==> src/rtl/pipe_hazard_ctrl_pkg.sv <==
// Shared encodings for the pipeline hazard controller: forwarding selects and FSM states.
package pipe_hazard_ctrl_pkg;

  localparam logic [1:0] FWD_REG   = 2'b00;
  localparam logic [1:0] FWD_EXMEM = 2'b01;
  localparam logic [1:0] FWD_MEMWB = 2'b10;

  localparam int TMR_W = 8;

  typedef enum logic [1:0] {
    ST_RUN = 2'd0,
    ST_LU  = 2'd1,
    ST_MW  = 2'd2
  } state_t;

endpackage

==> src/rtl/pipe_hazard_ctrl_if.sv <==
// Pipeline-side bundle of the hazard controller: hazard inputs from the stages,
// keep/nop/redirect/forward controls back to them.
interface pipe_hazard_ctrl_if #(parameter int CNT_W = 32);
  logic [4:0]       id_rs1;
  logic [4:0]       id_rs2;
  logic             id_use_rs1;
  logic             id_use_rs2;
  logic [4:0]       ex_rs1;
  logic [4:0]       ex_rs2;
  logic [4:0]       ex_rd;
  logic             ex_regwrite;
  logic             ex_is_load;
  logic [4:0]       mem_rd;
  logic             mem_regwrite;
  logic [4:0]       wb_rd;
  logic             wb_regwrite;
  logic             mem_taken;
  logic             mem_req;
  logic             mem_ready;
  logic             keep_pc;
  logic             keep_ifid;
  logic             keep_idex;
  logic             keep_exmem;
  logic             keep_memwb;
  logic             nop_ifid;
  logic             nop_idex;
  logic             nop_exmem;
  logic             pc_sel;
  logic [1:0]       fwd_a;
  logic [1:0]       fwd_b;
  logic             mem_err;
  logic [CNT_W-1:0] stall_cycles;

  modport master (
    output id_rs1, id_rs2, id_use_rs1, id_use_rs2, ex_rs1, ex_rs2, ex_rd,
           ex_regwrite, ex_is_load, mem_rd, mem_regwrite, wb_rd, wb_regwrite,
           mem_taken, mem_req, mem_ready,
    input  keep_pc, keep_ifid, keep_idex, keep_exmem, keep_memwb, nop_ifid,
           nop_idex, nop_exmem, pc_sel, fwd_a, fwd_b, mem_err, stall_cycles
  );

  modport slave (
    input  id_rs1, id_rs2, id_use_rs1, id_use_rs2, ex_rs1, ex_rs2, ex_rd,
           ex_regwrite, ex_is_load, mem_rd, mem_regwrite, wb_rd, wb_regwrite,
           mem_taken, mem_req, mem_ready,
    output keep_pc, keep_ifid, keep_idex, keep_exmem, keep_memwb, nop_ifid,
           nop_idex, nop_exmem, pc_sel, fwd_a, fwd_b, mem_err, stall_cycles
  );
endinterface

==> src/rtl/pipe_hazard_ctrl_fwd_sel.sv <==
// EX operand forwarding select for one source register; EX/MEM beats MEM/WB, x0 never forwards.
module pipe_hazard_ctrl_fwd_sel
  import pipe_hazard_ctrl_pkg::*;
(
  input  logic [4:0] rs,
  input  logic [4:0] mem_rd,
  input  logic       mem_regwrite,
  input  logic [4:0] wb_rd,
  input  logic       wb_regwrite,
  output logic [1:0] fwd
);

  // pick the youngest in-flight writer of rs
  always_comb begin
    fwd = FWD_REG;
    if (mem_regwrite && (mem_rd != 5'd0) && (mem_rd == rs))
      fwd = FWD_EXMEM;
    else if (wb_regwrite && (wb_rd != 5'd0) && (wb_rd == rs))
      fwd = FWD_MEMWB;
  end

endmodule

==> src/rtl/pipe_hazard_ctrl.sv <==
// Pipeline hazard sequencer: load-use bubble, MEM-resolved branch flush,
// data-memory wait with timeout flag, and a stall-cycle counter.
//
// state  | meaning
// ST_RUN | normal flow; detects all three hazards
// ST_LU  | bubble sits in ID/EX; release the ID hold
// ST_MW  | data memory busy; freeze PC..EX/MEM, let WB retire
module pipe_hazard_ctrl
  import pipe_hazard_ctrl_pkg::*;
#(
  parameter int MEM_TIMEOUT = 16,
  parameter int CNT_W       = 32
) (
  input logic               clk,
  input logic               rst,
  pipe_hazard_ctrl_if.slave bus
);

  state_t           state, state_nxt;
  logic [TMR_W-1:0] timer, timer_nxt;
  logic             err_reg, err_nxt;
  logic [CNT_W-1:0] stall_reg;
  logic             lu_haz, mw_haz;
  logic             hold, flush, lu_stall;
  logic [1:0]       fwd_a_raw, fwd_b_raw;

  assign lu_haz = bus.ex_is_load && bus.ex_regwrite && (bus.ex_rd != 5'd0) &&
                  ((bus.id_use_rs1 && (bus.id_rs1 == bus.ex_rd)) ||
                   (bus.id_use_rs2 && (bus.id_rs2 == bus.ex_rd)));
  assign mw_haz = bus.mem_req && !bus.mem_ready;

  pipe_hazard_ctrl_fwd_sel u_fwd_a (
    .rs(bus.ex_rs1), .mem_rd(bus.mem_rd), .mem_regwrite(bus.mem_regwrite),
    .wb_rd(bus.wb_rd), .wb_regwrite(bus.wb_regwrite), .fwd(fwd_a_raw)
  );

  pipe_hazard_ctrl_fwd_sel u_fwd_b (
    .rs(bus.ex_rs2), .mem_rd(bus.mem_rd), .mem_regwrite(bus.mem_regwrite),
    .wb_rd(bus.wb_rd), .wb_regwrite(bus.wb_regwrite), .fwd(fwd_b_raw)
  );

  // next-state, timer and hazard action decode
  always_comb begin
    state_nxt = state;
    timer_nxt = timer;
    err_nxt   = err_reg;
    hold      = 1'b0;
    flush     = 1'b0;
    lu_stall  = 1'b0;
    unique case (state)
      ST_RUN: begin
        if (mw_haz) begin
          hold      = 1'b1;
          state_nxt = ST_MW;
          timer_nxt = TMR_W'(1);
        end else if (bus.mem_taken) begin
          flush = 1'b1;
        end else if (lu_haz) begin
          lu_stall  = 1'b1;
          state_nxt = ST_LU;
        end
      end
      ST_LU: begin
        state_nxt = ST_RUN;
        flush     = bus.mem_taken;
      end
      ST_MW: begin
        if (!bus.mem_ready) begin
          hold = 1'b1;
          if (timer != {TMR_W{1'b1}})
            timer_nxt = timer + TMR_W'(1);
          if (timer == TMR_W'(MEM_TIMEOUT - 1))
            err_nxt = 1'b1;
        end else begin
          state_nxt = ST_RUN;
          timer_nxt = '0;
          flush     = bus.mem_taken;
        end
      end
      default: state_nxt = ST_RUN;
    endcase
  end

  // stage controls; reset forces bubbles everywhere and no holds
  always_comb begin
    bus.keep_pc    = rst & (hold | lu_stall);
    bus.keep_ifid  = rst & (hold | lu_stall);
    bus.keep_idex  = rst & hold;
    bus.keep_exmem = rst & hold;
    bus.keep_memwb = 1'b0;
    bus.nop_ifid   = !rst | flush;
    bus.nop_idex   = !rst | flush | lu_stall;
    bus.nop_exmem  = !rst | flush;
    bus.pc_sel     = rst & flush;
    bus.fwd_a      = rst ? fwd_a_raw : FWD_REG;
    bus.fwd_b      = rst ? fwd_b_raw : FWD_REG;
  end

  assign bus.mem_err      = err_reg;
  assign bus.stall_cycles = stall_reg;

  // state, timer, sticky error and stall counter
  always_ff @(posedge clk) begin
    if (!rst) begin
      state     <= ST_RUN;
      timer     <= '0;
      err_reg   <= 1'b0;
      stall_reg <= '0;
    end else begin
      state   <= state_nxt;
      timer   <= timer_nxt;
      err_reg <= err_nxt;
      if (bus.keep_pc)
        stall_reg <= stall_reg + CNT_W'(1);
    end
  end

endmodule

==> src/flat_wrapper.sv <==
// flat-port wrapper written by rule: the top's interface ports become plain ports
module pipe_hazard_ctrl_flat import pipe_hazard_ctrl_pkg::*;
#(
  parameter int MEM_TIMEOUT = 16,
  parameter int CNT_W       = 32
)
  (clk, rst, bus_id_rs1, bus_id_rs2, bus_id_use_rs1, bus_id_use_rs2, bus_ex_rs1, bus_ex_rs2, bus_ex_rd, bus_ex_regwrite, bus_ex_is_load, bus_mem_rd, bus_mem_regwrite, bus_wb_rd, bus_wb_regwrite, bus_mem_taken, bus_mem_req, bus_mem_ready, bus_keep_pc, bus_keep_ifid, bus_keep_idex, bus_keep_exmem, bus_keep_memwb, bus_nop_ifid, bus_nop_idex, bus_nop_exmem, bus_pc_sel, bus_fwd_a, bus_fwd_b, bus_mem_err, bus_stall_cycles);
  pipe_hazard_ctrl_if #(.CNT_W(CNT_W)) bus_i ();
  input logic clk;
  input logic rst;
  input wire logic [$bits(bus_i.id_rs1)-1:0] bus_id_rs1;
  input wire logic [$bits(bus_i.id_rs2)-1:0] bus_id_rs2;
  input wire logic [$bits(bus_i.id_use_rs1)-1:0] bus_id_use_rs1;
  input wire logic [$bits(bus_i.id_use_rs2)-1:0] bus_id_use_rs2;
  input wire logic [$bits(bus_i.ex_rs1)-1:0] bus_ex_rs1;
  input wire logic [$bits(bus_i.ex_rs2)-1:0] bus_ex_rs2;
  input wire logic [$bits(bus_i.ex_rd)-1:0] bus_ex_rd;
  input wire logic [$bits(bus_i.ex_regwrite)-1:0] bus_ex_regwrite;
  input wire logic [$bits(bus_i.ex_is_load)-1:0] bus_ex_is_load;
  input wire logic [$bits(bus_i.mem_rd)-1:0] bus_mem_rd;
  input wire logic [$bits(bus_i.mem_regwrite)-1:0] bus_mem_regwrite;
  input wire logic [$bits(bus_i.wb_rd)-1:0] bus_wb_rd;
  input wire logic [$bits(bus_i.wb_regwrite)-1:0] bus_wb_regwrite;
  input wire logic [$bits(bus_i.mem_taken)-1:0] bus_mem_taken;
  input wire logic [$bits(bus_i.mem_req)-1:0] bus_mem_req;
  input wire logic [$bits(bus_i.mem_ready)-1:0] bus_mem_ready;
  output wire logic [$bits(bus_i.keep_pc)-1:0] bus_keep_pc;
  output wire logic [$bits(bus_i.keep_ifid)-1:0] bus_keep_ifid;
  output wire logic [$bits(bus_i.keep_idex)-1:0] bus_keep_idex;
  output wire logic [$bits(bus_i.keep_exmem)-1:0] bus_keep_exmem;
  output wire logic [$bits(bus_i.keep_memwb)-1:0] bus_keep_memwb;
  output wire logic [$bits(bus_i.nop_ifid)-1:0] bus_nop_ifid;
  output wire logic [$bits(bus_i.nop_idex)-1:0] bus_nop_idex;
  output wire logic [$bits(bus_i.nop_exmem)-1:0] bus_nop_exmem;
  output wire logic [$bits(bus_i.pc_sel)-1:0] bus_pc_sel;
  output wire logic [$bits(bus_i.fwd_a)-1:0] bus_fwd_a;
  output wire logic [$bits(bus_i.fwd_b)-1:0] bus_fwd_b;
  output wire logic [$bits(bus_i.mem_err)-1:0] bus_mem_err;
  output wire logic [$bits(bus_i.stall_cycles)-1:0] bus_stall_cycles;
  assign bus_i.id_rs1 = bus_id_rs1;
  assign bus_i.id_rs2 = bus_id_rs2;
  assign bus_i.id_use_rs1 = bus_id_use_rs1;
  assign bus_i.id_use_rs2 = bus_id_use_rs2;
  assign bus_i.ex_rs1 = bus_ex_rs1;
  assign bus_i.ex_rs2 = bus_ex_rs2;
  assign bus_i.ex_rd = bus_ex_rd;
  assign bus_i.ex_regwrite = bus_ex_regwrite;
  assign bus_i.ex_is_load = bus_ex_is_load;
  assign bus_i.mem_rd = bus_mem_rd;
  assign bus_i.mem_regwrite = bus_mem_regwrite;
  assign bus_i.wb_rd = bus_wb_rd;
  assign bus_i.wb_regwrite = bus_wb_regwrite;
  assign bus_i.mem_taken = bus_mem_taken;
  assign bus_i.mem_req = bus_mem_req;
  assign bus_i.mem_ready = bus_mem_ready;
  assign bus_keep_pc = bus_i.keep_pc;
  assign bus_keep_ifid = bus_i.keep_ifid;
  assign bus_keep_idex = bus_i.keep_idex;
  assign bus_keep_exmem = bus_i.keep_exmem;
  assign bus_keep_memwb = bus_i.keep_memwb;
  assign bus_nop_ifid = bus_i.nop_ifid;
  assign bus_nop_idex = bus_i.nop_idex;
  assign bus_nop_exmem = bus_i.nop_exmem;
  assign bus_pc_sel = bus_i.pc_sel;
  assign bus_fwd_a = bus_i.fwd_a;
  assign bus_fwd_b = bus_i.fwd_b;
  assign bus_mem_err = bus_i.mem_err;
  assign bus_stall_cycles = bus_i.stall_cycles;
  pipe_hazard_ctrl #(.MEM_TIMEOUT(MEM_TIMEOUT), .CNT_W(CNT_W)) u_core (.clk(clk), .rst(rst), .bus(bus_i));
endmodule
==> config.mk <==
export PLATFORM = sky130hd
export DESIGN_NAME = pipe_hazard_ctrl_flat
export DESIGN_NICKNAME = d
export VERILOG_FILES = /design/src/rtl/pipe_hazard_ctrl_pkg.sv /design/src/rtl/pipe_hazard_ctrl_if.sv /design/src/rtl/pipe_hazard_ctrl_fwd_sel.sv /design/src/rtl/pipe_hazard_ctrl.sv /design/src/flat_wrapper.sv
export SDC_FILE = /design/constraint.sdc
export NUM_CORES = 1
export LEC_CHECK = 0
export CAP_MARGIN = 20
export CORE_MARGIN = 3
export CORE_UTILIZATION = 25
export CTS_CLUSTER_SIZE = 16
export DETAILED_ROUTE_END_ITERATION = 10
export GPL_ROUTABILITY_DRIVEN = 0
export PLACE_DENSITY_LB_ADDON = 0.1
export SLEW_MARGIN = 20
export SYNTH_ARGS = -nofsm -noshare
export SYNTH_HDL_FRONTEND = slang
export SYNTH_SLANG_ARGS = --single-unit
==> constraint.sdc <==
create_clock -name clk -period 2.6 [get_ports clk]
set_input_delay 0.52 -clock clk [delete_from_list [all_inputs] [get_ports clk]]
set_output_delay 0.52 -clock clk [all_outputs]
set_load 0.05 [all_outputs]
==> run summary, run 1 <==
Area fraction of the dominant cell type after synthesis: 32.6%
Initial antenna violation count: 0
Endpoints failing setup: 0
Crit Path Class: in -> out
Post-DRT Antenna Nets: 0
Yosys warns: 0
Max Cap Viol: 0
Drt total wl: 7.78 mm
Initial Util: 26.3%
Crit path time final: 2530 ps
Slack of the worst reg-to-reg path: 410 ps
Logic gate share of total power: 20.8%
Register area share after synthesis: 32.6%
Top cells by area, synth: dfxtp_1 33%, or4_1 6.5%, a21oi_1 6.1%
RSZ-0062 raised after global routing: yes
Vias in the first global route: 2854
Share of layout cells above drive strength 1: 21.7%
DP Wirelength: 5.99 mm
Hold crit path type: reg -> reg
Row count: 36
Leak Pwr: 1.43 nW
Cts bufs inserted: 5
Reg2reg start: u_core.state[0]
CTS tree: built
Critical path endpoint category: output pin
Cell taking the most area after synthesis: dfxtp_1
First-pass GRT wire length: 13.2 mm
P_sw: 0.402 mW
Clock Skew: 10.7 ps
Placed Area: 3960 µm²
Int Power: 1.06 mW
Worst-path fanout max: 2
Hold Path Cell Cnt: 2
Top Ports: 92
Hold_sp: u_core.bus.stall_cycles[31]
Reg power frac: 45.7%
Mapped cell area: 2640 µm²
Most instantiated cells after synthesis: 43 x dfxtp_1, 32 x a21oi_1, 23 x or4_1
Ys async rst share: 0%
Max H-tree Level: 2
Drt via density: 4.95
Slew Limit Fails: 0
Tot Pwr: 1.46 mW
Most frequent cell after synthesis: dfxtp_1
Switching Fraction: 27.5%
Count of input and output buffers: 90
Ant. Diodes: 0
Synth-to-layout area growth: 57.1%
CP Data Arrival Time: 2010 ps
CTS root buffer: clkbuf_8
Clock Sinks: 43
Post-route DRC: 0
Mean Syn Cell Area: 8.44 µm²
VDD IR max: 170 µV
Via Count: 2829
Die X: 109 µm
Min-Delay Endpoint: u_core.bus.stall_cycles[31]
Largest net degree at the start of global routing: 36
Core area: 10000 µm²
Drt pass-1 iters: 4
Peak Freq: 395 MHz
Clock share of power: 33.5%
Clk slew on worst S/H paths: 80 ps
Final net count: 485
Number of DRC markers in iteration 0: 84
Final Hold Vio Count: 0
Critical Path Start Type: primary input
Rel. slew slack: 62.3%
EDFF count, synth: 0
#FFs+latches synth: 43
FF-to-FF path depth: 7
Full die area: 11800 µm²
Crit share post-route: 97.3%
Chip height: 109 µm
R2R Path End: u_core.bus.stall_cycles[8]
Total GRT Usage: 13.8%
Power per cell area: 352 nW/µm²
Worst-margin pin slew: 564 ps
Clk_lat worst skew: 300 ps
Post-synth cell types: 49
Hold_buf cts: 0
Main synth FF type: dfxtp_1
Run status: completed
Post-synth net total: 361
WP data required: 2080 ps
Cells after synthesis: 313
Fillers: 1044
Largest buffer count on any clock path: 2
Post-DR wirelength/cell: 13.6 µm
GRT overflow: 0
Post-Layout Inst Area: 4150 µm²
worst max path at each step:
stage / start / endpoint / slack [ps] / cells after the start
2_1_floorplan: bus_mem_rd[0] / bus_fwd_b[1] / -220 / 4
4_1_cts: rst / bus_fwd_b[1] / -30 / 5
5_1_grt: bus_mem_rd[1] / bus_fwd_b[1] / -10 / 6
6_report: bus_mem_rd[1] / bus_fwd_b[1] / 70 / 6
3_5_place_dp: bus_mem_rd[0] / bus_fwd_b[1] / -340 / 6
3_3_place_gp: bus_mem_rd[0] / bus_fwd_b[1] / -300 / 6
worst max-delay path: stages:
cell and delay (ps):
clkdlybuf4s50_1 490, buf_4 130, xor2_1 240, nor4_4 90, nor4_4 360, buf_12 180
what timing repair did:
item / in CTS / in global routing
buffers inserted: 2 / 1
gates resized for setup: 42 / 16
pin swaps: 9 / 8
endpoints found under the setup margin: 7 / 12
metal layers:
layer / share of wire [%] / track usage (%)
met4: 1.3 / 3.34
met3: 8.7 / 4.80
met5: 0 / 0
met1: 44 / 16.7
met2: 46 / 23.4
registers in the layout, summed over array words and instances, names as in the netlist:
register and count:
u_core.bus.stall_cycles 32, u_core.timer 8, u_core.state 2, u_core.bus.mem_err 1
logic make-up after synthesis:
family	share of synthesized area, %
fa+ha+maj	0.947
xor+xnor	11.6
mux	0.379
buf+inv	4.88
simple gates	30.6
other cells	0.142
flops	32.6
compound gates	18.9
power groups by stage:
stage / clock [mW] / sequential (mW) / combinational, mW
after floorplan: 0 / 0.686 / 0.130
after global placement: 0 / 0.682 / 0.294
after detailed placement: 0 / 0.682 / 0.295
after CTS: 0.503 / 0.667 / 0.302
after global routing: 0.523 / 0.668 / 0.330
final: 0.489 / 0.667 / 0.304
metrics by stage:
step                worst slack (ps)  util [%]  setup TNS [ps]  cells  hold slack (ps)
finish                          69.9      41.3               0    571              495
global placement                -305      39.4           -4270    561              465
CTS                            -32.0      41.0           -32.0    570              492
global route                   -12.6      41.3           -12.6    571              528
floorplan                       -221         -            -313    313              458
detailed placement              -344      39.4           -4960    561              476
placed cells by master, fill, tap and decap left out, types with 4 or more instances in the layout:
cell type and n:
clkdlybuf4s50_1 61, buf_4 45, dfxtp_1 43, a21oi_1 31, nand3_1 20, or4_1 20
o31ai_1 19, xnor2_1 18, nand2_1 18, xor2_1 17, o21ai_0 13, nor2_1 12
or3_1 8, nand4_1 7, clkbuf_8 7, dlygate4sd2_1 7, and2_1 6, nor4_4 5
inv_1 5, and3_1 5, and4_1 5, buf_12 5, nor4_1 4
area by class of cell:
class	count	area [µm²]	area share (%)
clock buffers	7	96.3	2.32
clock inverters	1	7.51	0.181
inverters	7	30.0	0.724
multi-input cells	247	1740	41.9
flip-flops and latches	43	861	20.7
well taps	133	166	4.01
repair buffers	133	1250	30.1
Note: power is estimated with default switching activity, not from simulation.
==> run 2, diff against run 1 <==
--- a/config.mk
+++ b/config.mk
@@ -5,6 +5,7 @@
 export SDC_FILE = /design/constraint.sdc
 export NUM_CORES = 1
 export LEC_CHECK = 0
+export ABC_CLOCK_PERIOD_IN_PS = 2600
 export CAP_MARGIN = 20
 export CORE_MARGIN = 3
 export CORE_UTILIZATION = 25
==> results of run 2 <==
Same layout as run 1: the final DEF is identical, and so are final timing and power.
